===== src/rtl/vfdsu_pkg.sv =====
// Shared definitions for the VFDSU iteration/writeback controller.
//   - operand format encodings (FMT_H/S/D, 2'b11 reserved and run as half)
//   - controller state encoding
//   - rnd_of(): SRT round count for a format, given the per-format counts
package vfdsu_pkg;

    localparam logic [1:0] FMT_H = 2'b00;
    localparam logic [1:0] FMT_S = 2'b01;
    localparam logic [1:0] FMT_D = 2'b10;

    typedef enum logic [1:0] {
        ST_IDLE   = 2'b00,
        ST_ITER   = 2'b01,
        ST_EX3    = 2'b10,
        ST_WB_REQ = 2'b11
    } vfdsu_state_e;

    // Round counts are module parameters, so the caller hands them in.
    // The reserved encoding falls through to the half-precision count.
    function automatic int rnd_of(input logic [1:0] fmt,
                                  input int rnd_h,
                                  input int rnd_s,
                                  input int rnd_d);
        case (fmt)
            FMT_S:   return rnd_s;
            FMT_D:   return rnd_d;
            default: return rnd_h;
        endcase
    endfunction

endpackage


===== src/rtl/ct_vfdsu_iter_cnt.sv =====
// Loadable SRT round down-counter.
// Ports:
//   forever_cpuclk, cpurst_b : clock, async active-low reset
//   cnt_clr                  : synchronous clear (flush), highest priority
//   cnt_load, load_val       : load the starting count (rounds - 1)
//   cnt_dec                  : decrement, saturating at zero
//   top_val                  : starting count of the op in flight
//   cnt                      : current count
//   cnt_zero                 : cnt == 0
//   cnt_top                  : cnt == top_val   (first round)
//   cnt_top_m1               : cnt == top_val-1 (second round)
module ct_vfdsu_iter_cnt #(
    parameter int CNT_W = 5
) (
    input  logic             forever_cpuclk,
    input  logic             cpurst_b,
    input  logic             cnt_clr,
    input  logic             cnt_load,
    input  logic [CNT_W-1:0] load_val,
    input  logic             cnt_dec,
    input  logic [CNT_W-1:0] top_val,
    output logic [CNT_W-1:0] cnt,
    output logic             cnt_zero,
    output logic             cnt_top,
    output logic             cnt_top_m1
);

    always_ff @(posedge forever_cpuclk or negedge cpurst_b) begin
        if (!cpurst_b) begin
            cnt <= '0;
        end else if (cnt_clr) begin
            cnt <= '0;
        end else if (cnt_load) begin
            cnt <= load_val;
        end else if (cnt_dec && (cnt != '0)) begin
            cnt <= cnt - CNT_W'(1);
        end
    end

    // Round counts are at least 2, so top_val - 1 never wraps.
    assign cnt_zero   = (cnt == '0);
    assign cnt_top    = (cnt == top_val);
    assign cnt_top_m1 = (cnt == (top_val - CNT_W'(1)));

endmodule


===== src/rtl/ct_vfdsu_iter_ctrl.sv =====
// Iteration and writeback controller for the VFPU divide/sqrt unit.
// Sequences one op through ITER (SRT rounds), EX3 (rounding) and WB_REQ
// (writeback with backpressure), with a one-entry pending-issue buffer so
// the next op can be accepted while the current one is in flight.
// Handshakes: an op transfers on a cycle where issue_vld && issue_rdy;
// a result transfers on a cycle where wb_req && wb_grant. issue_rdy and
// wb_req are pure state decodes and never depend on the partner's signal.
// Ports:
//   forever_cpuclk, cpurst_b : clock, async active-low reset
//   rtu_yy_xx_flush          : synchronous kill of the op and pending entry
//   issue_vld/fmt/rdy        : op issue handshake and format
//   srt_skip, srt_rem_zero   : early-termination hints during ITER
//   wb_grant                 : writeback port granted
//   iter_on/first/secd/last  : iteration strobes to the SRT datapath
//   iter_fmt                 : format of the op in flight
//   ex3_vld, wb_req          : stage valids
//   busy, idle               : activity status for parent clock gating
//   dbg_state                : current FSM state, for observation
module ct_vfdsu_iter_ctrl
    import vfdsu_pkg::*;
#(
    parameter int CNT_W = 5,
    parameter int RND_D = 14,
    parameter int RND_S = 7,
    parameter int RND_H = 4
) (
    input  logic       forever_cpuclk,
    input  logic       cpurst_b,
    input  logic       rtu_yy_xx_flush,
    input  logic       issue_vld,
    input  logic [1:0] issue_fmt,
    output logic       issue_rdy,
    input  logic       srt_skip,
    input  logic       srt_rem_zero,
    input  logic       wb_grant,
    output logic       iter_on,
    output logic       iter_first,
    output logic       iter_secd,
    output logic       iter_last,
    output logic [1:0] iter_fmt,
    output logic       ex3_vld,
    output logic       wb_req,
    output logic       busy,
    output logic       idle,
    output logic [1:0] dbg_state
);

    vfdsu_state_e     state, state_nxt;
    logic [1:0]       cur_fmt;
    logic             pend_vld;
    logic [1:0]       pend_fmt;
    logic             first_q;

    logic             issue_acc;
    logic             load;
    logic [1:0]       load_fmt;
    logic             dec;
    logic             pend_set;
    logic             pend_clr;

    logic [CNT_W-1:0] cnt;
    logic [CNT_W-1:0] load_val;
    logic [CNT_W-1:0] top_val;
    logic             cnt_zero;
    logic             cnt_top;
    logic             cnt_top_m1;

    // An issue in the flush cycle is dropped, so it never counts as accepted.
    assign issue_acc = issue_vld && !pend_vld && !rtu_yy_xx_flush;

    assign load_val = CNT_W'(rnd_of(load_fmt, RND_H, RND_S, RND_D) - 1);
    assign top_val  = CNT_W'(rnd_of(cur_fmt,  RND_H, RND_S, RND_D) - 1);

    always_comb begin
        state_nxt = state;
        load      = 1'b0;
        load_fmt  = cur_fmt;
        dec       = 1'b0;
        pend_set  = 1'b0;
        pend_clr  = 1'b0;
        case (state)
            ST_IDLE: begin
                if (issue_acc) begin
                    state_nxt = ST_ITER;
                    load      = 1'b1;
                    load_fmt  = issue_fmt;
                end
            end
            ST_ITER: begin
                if (iter_last) state_nxt = ST_EX3;
                else           dec       = 1'b1;
            end
            ST_EX3: begin
                state_nxt = ST_WB_REQ;
            end
            ST_WB_REQ: begin
                if (wb_grant) begin
                    if (pend_vld) begin
                        state_nxt = ST_ITER;
                        load      = 1'b1;
                        load_fmt  = pend_fmt;
                        pend_clr  = 1'b1;
                    end else if (issue_acc) begin
                        // Bypass: the issued op goes straight to ITER.
                        state_nxt = ST_ITER;
                        load      = 1'b1;
                        load_fmt  = issue_fmt;
                    end else begin
                        state_nxt = ST_IDLE;
                    end
                end
            end
            default: state_nxt = ST_IDLE;
        endcase

        // Any accept outside IDLE parks in the buffer unless it was bypassed.
        if (issue_acc && (state != ST_IDLE) &&
            !((state == ST_WB_REQ) && wb_grant && !pend_vld)) begin
            pend_set = 1'b1;
        end

        if (rtu_yy_xx_flush) begin
            state_nxt = ST_IDLE;
            load      = 1'b0;
            dec       = 1'b0;
            pend_set  = 1'b0;
            pend_clr  = 1'b0;
        end
    end

    always_ff @(posedge forever_cpuclk or negedge cpurst_b) begin
        if (!cpurst_b) begin
            state    <= ST_IDLE;
            cur_fmt  <= FMT_H;
            pend_vld <= 1'b0;
            pend_fmt <= FMT_H;
            first_q  <= 1'b0;
        end else begin
            state <= state_nxt;
            if (load) cur_fmt <= load_fmt;
            if (rtu_yy_xx_flush || pend_clr) pend_vld <= 1'b0;
            else if (pend_set)               pend_vld <= 1'b1;
            if (pend_set) pend_fmt <= issue_fmt;
            // Remembers a first round that did not also end the op.
            first_q <= !rtu_yy_xx_flush && iter_first && !iter_last;
        end
    end

    ct_vfdsu_iter_cnt #(
        .CNT_W (CNT_W)
    ) u_iter_cnt (
        .forever_cpuclk (forever_cpuclk),
        .cpurst_b       (cpurst_b),
        .cnt_clr        (rtu_yy_xx_flush),
        .cnt_load       (load),
        .load_val       (load_val),
        .cnt_dec        (dec),
        .top_val        (top_val),
        .cnt            (cnt),
        .cnt_zero       (cnt_zero),
        .cnt_top        (cnt_top),
        .cnt_top_m1     (cnt_top_m1)
    );

    assign iter_on    = (state == ST_ITER);
    assign iter_first = iter_on && cnt_top;
    assign iter_secd  = iter_on && cnt_top_m1 && first_q;
    assign iter_last  = iter_on && (cnt_zero || srt_rem_zero || srt_skip);
    assign iter_fmt   = cur_fmt;
    assign ex3_vld    = (state == ST_EX3);
    assign wb_req     = (state == ST_WB_REQ);
    assign busy       = (state != ST_IDLE) || pend_vld;
    assign idle       = !busy;
    assign issue_rdy  = !pend_vld;
    assign dbg_state  = state;

endmodule


===== config.mk =====
export PLATFORM = sky130hd
export DESIGN_NAME = ct_vfdsu_iter_ctrl
export DESIGN_NICKNAME = d
export VERILOG_FILES = /design/src/rtl/vfdsu_pkg.sv /design/src/rtl/ct_vfdsu_iter_cnt.sv /design/src/rtl/ct_vfdsu_iter_ctrl.sv
export SDC_FILE = /design/constraint.sdc
export NUM_CORES = 1
export LEC_CHECK = 0
export CAP_MARGIN = 20
export CORE_MARGIN = 5
export CORE_UTILIZATION = 45
export DETAILED_ROUTE_END_ITERATION = 12
export HOLD_SLACK_MARGIN = 0.12
export MAX_ROUTING_LAYER = met4
export PLACE_DENSITY = 0.72
export SYNTH_ARGS = -nofsm -noshare
export SYNTH_HDL_FRONTEND = slang
export SYNTH_SLANG_ARGS = --single-unit

===== constraint.sdc =====
create_clock -name forever_cpuclk -period 5.19 [get_ports forever_cpuclk]
set_clock_uncertainty 0.1 [all_clocks]
set_input_delay 0.519 -clock forever_cpuclk [delete_from_list [all_inputs] [get_ports forever_cpuclk]]
set_output_delay 0.519 -clock forever_cpuclk [all_outputs]
set_load 0.03 [all_outputs]

==> results.txt <==
Library cells used by synthesis: 39
Starting Density: 46.8%
Vias: 976
IO buf count: 21
Core area: 0.00248 sq mm
Sequential area share after synthesis: 28.1%
DRT antenna net count: 0
Outcome: finished, final reports clean
Routed WL: 2.57 mm
Initial antenna violation count: 0
Global-route wire length before repair: 4.41 mm
Crit path kind: reg2out
Fin crit share: 60.5%
Synth Warn #: 0
Pint: 0.397 mW
Fin Setup TNS: 0 ns
Leading cell type in the layout, fill and taps excluded: clkdlybuf4s50_1
Finished Cell Area: 0.00140 sq mm
I/O pins: 22
Relative slew margins: 58.2%
Layout cell share with drive strength beyond 1: 10.5%
CTS clk-pin slew, worst paths: 0.09 ns
N_diodes: 0
Nature of the critical path endpoint: primary output
WP data required: 4.57 ns
WL per Instance: 14.9 microns
RD Place Congestion: 0.846
Cells after Synth: 123
Vias per cell: 5.64
Setup repair bufs after CTS: 0
Final Hold Fails: 0
Post-synth top area share: 28.1%
# setup viols final: 0
DRT Pass-1 Iters: 4
Psw: 0.377 mW
Switching share of power: 48.7%
Prevailing post-synth register cell: dfrtp_1
Gate power share: 68.3%
EDFF count, synth: 0
Reg power frac: 23.4%
GRT Resource Usage Total: 16.5%
Clk pwr share: 8.3%
Post-CTS sizing: 0
F_max: 318 MHz
Total power: 0.774 mW
Total CTS buffers: 3
Hold_buf cts: 0
Worst setup SP type: register
Max VDD drop: 0.369 mV
Clk root buf: clkbuf_4
Fin. max-slew vios: 0
Clk sink count: 13
Synthesized Nets: 145
Drt drc: 0
Fin util: 56.5%
Mapped cell area: 0.00116 sq mm
Max-cap violations: 0
Power per cell area: 553 mW/mm^2
Final setup margin: 2.05 ns
H-tree levels: 1
Grt ovf: 0
Ranking of synthesized cells by area: dfrtp_1, ha_1, mux2_2, a211oi_1, xnor2_1
Post-layout nets: 166
Worst-Skew Late Latency: 0.28 ns
Yosys reg bits: 13
Vias in the first global route: 1022
CTS tree: yes
Row count: 18
Place WS: 2.06 ns
Die area: 0.00369 sq mm
DP Area: 0.00137 sq mm
Syn_area_per_cell: 9.42 sq um
Most frequent cells in the layout: clkdlybuf4s50_1, ha_1, dfrtp_1, inv_1
Largest net degree at the start of global routing: 15
Worst-Margin Slew: 0.625 ns
Area delta synth->final: 20.7%
LEAKAGE: 0.590 nW
Worst Path Max Fanout: 10
Async set or reset register ratio after synthesis: 100%
Worst hold path class: reg2reg
Maximum clock path buffer count: 2
Chip Height: 60.7 microns
WP data arrival: 2.52 ns
1st-iter DRT viols: 44
Fin crit period: 3.14 ns
Area leader, netlist: dfrtp_1
Placed wire-length estimate: 2.02 mm
Unrepaired setup endpoints after global routing: no
Die X: 60.7 microns
-- metrics by stage --
step                      hold WS [ns]  std cells
after floorplan                  0.123        123
after global placement           0.384        169
after detailed placement         0.391        169
after CTS                        0.411        173
after global routing             0.448        173
final                            0.406        173
-- cell type report --
type / count / area, sq um
fill: 255 / 1080
timing repair buffer: 21 / 210
clock buffer: 4 / 26.3
multi-input combinational: 96 / 766
tap: 30 / 37.5
sequential: 13 / 325
inverter: 9 / 33.8
-- cells in the mapped netlist (2+ instances only) --
master    instances
inv_1             9
a21o_1            3
a21oi_1           7
ha_1             13
nor3b_1           2
dfrtp_1          13
xnor2_1           5
and3b_1           2
nor2_1            7
buf_6             2
nand3_1           4
o22ai_1           2
xor2_1            4
clkbuf_1          2
a211oi_1          6
nand2b_1          5
mux2i_1           4
nor3_1            3
mux2_2            6
nand2_1           5
-- sequential cells by signal, indices dropped and copies added (netlist names) --
signal and flops:
u_iter_cnt.cnt 5, dbg_state 2, iter_fmt 2, pend_fmt 2
first_q 1, pend_vld 1
-- worst paths after layout --
| path | from | endpoint | cells after the start | slack (ns) |
|---|---|---|---|---|
| max | iter_fmt[1] | iter_first | 7 | 2.05 |
| min | pend_fmt[0] | pend_fmt[0] | 1 | 0.41 |
| max reg2reg | pend_vld | u_iter_cnt.cnt[2] | 7 | 2.82 |
| min reg2reg | pend_fmt[0] | pend_fmt[0] | 1 | 0.41 |
| max in group asynchronous | cpurst_b | u_iter_cnt.cnt[1] | 1 | 4.06 |
| min in group asynchronous | cpurst_b | pend_fmt[1] | 1 | 0.52 |
-- power by group through the flow --
stage	Sequential (mW)	Combinational, mW	Clock [mW]
finish	0.181	0.529	0.0641
global route	0.189	0.578	0.0740
CTS	0.181	0.532	0.0672
detailed placement	0.183	0.528	0
global placement	0.182	0.514	0
floorplan	0.188	0.387	0
-- metal layers --
metal / wire length [microns] / track usage (%) / up-vias / part of all wire, %
li1: - / - / 480 / -
met1: 1220 / 21.0 / 466 / 47
met2: 1220 / 24.7 / 24 / 47
met3: 93 / 3.19 / 6 / 3.6
met4: 43 / 8.67 / 0 / 1.7
met5: 0 / - / - / 0
-- critical path, cell delays in order (launching register included) --
cell and delay, ns:
dfrtp_1 0.54, inv_1 0.08, ha_1 0.19, xor2_1 0.19
nand2_1 0.07, nor4_1 0.34, and2_1 0.17, clkdlybuf4s50_1 0.66
-- kinds of logic after synthesis --
| family | count (synthesis) | share of synthesized area, % |
|---|---|---|
| simple gates | 38 | 19.8 |
| flops | 13 | 28.1 |
| compound gates | 26 | 16.2 |
| fa+ha+maj | 13 | 14.0 |
| xor+xnor | 9 | 6.80 |
| mux | 10 | 9.29 |
| buf+inv | 14 | 5.83 |
Power figures use the tool's default switching activity.
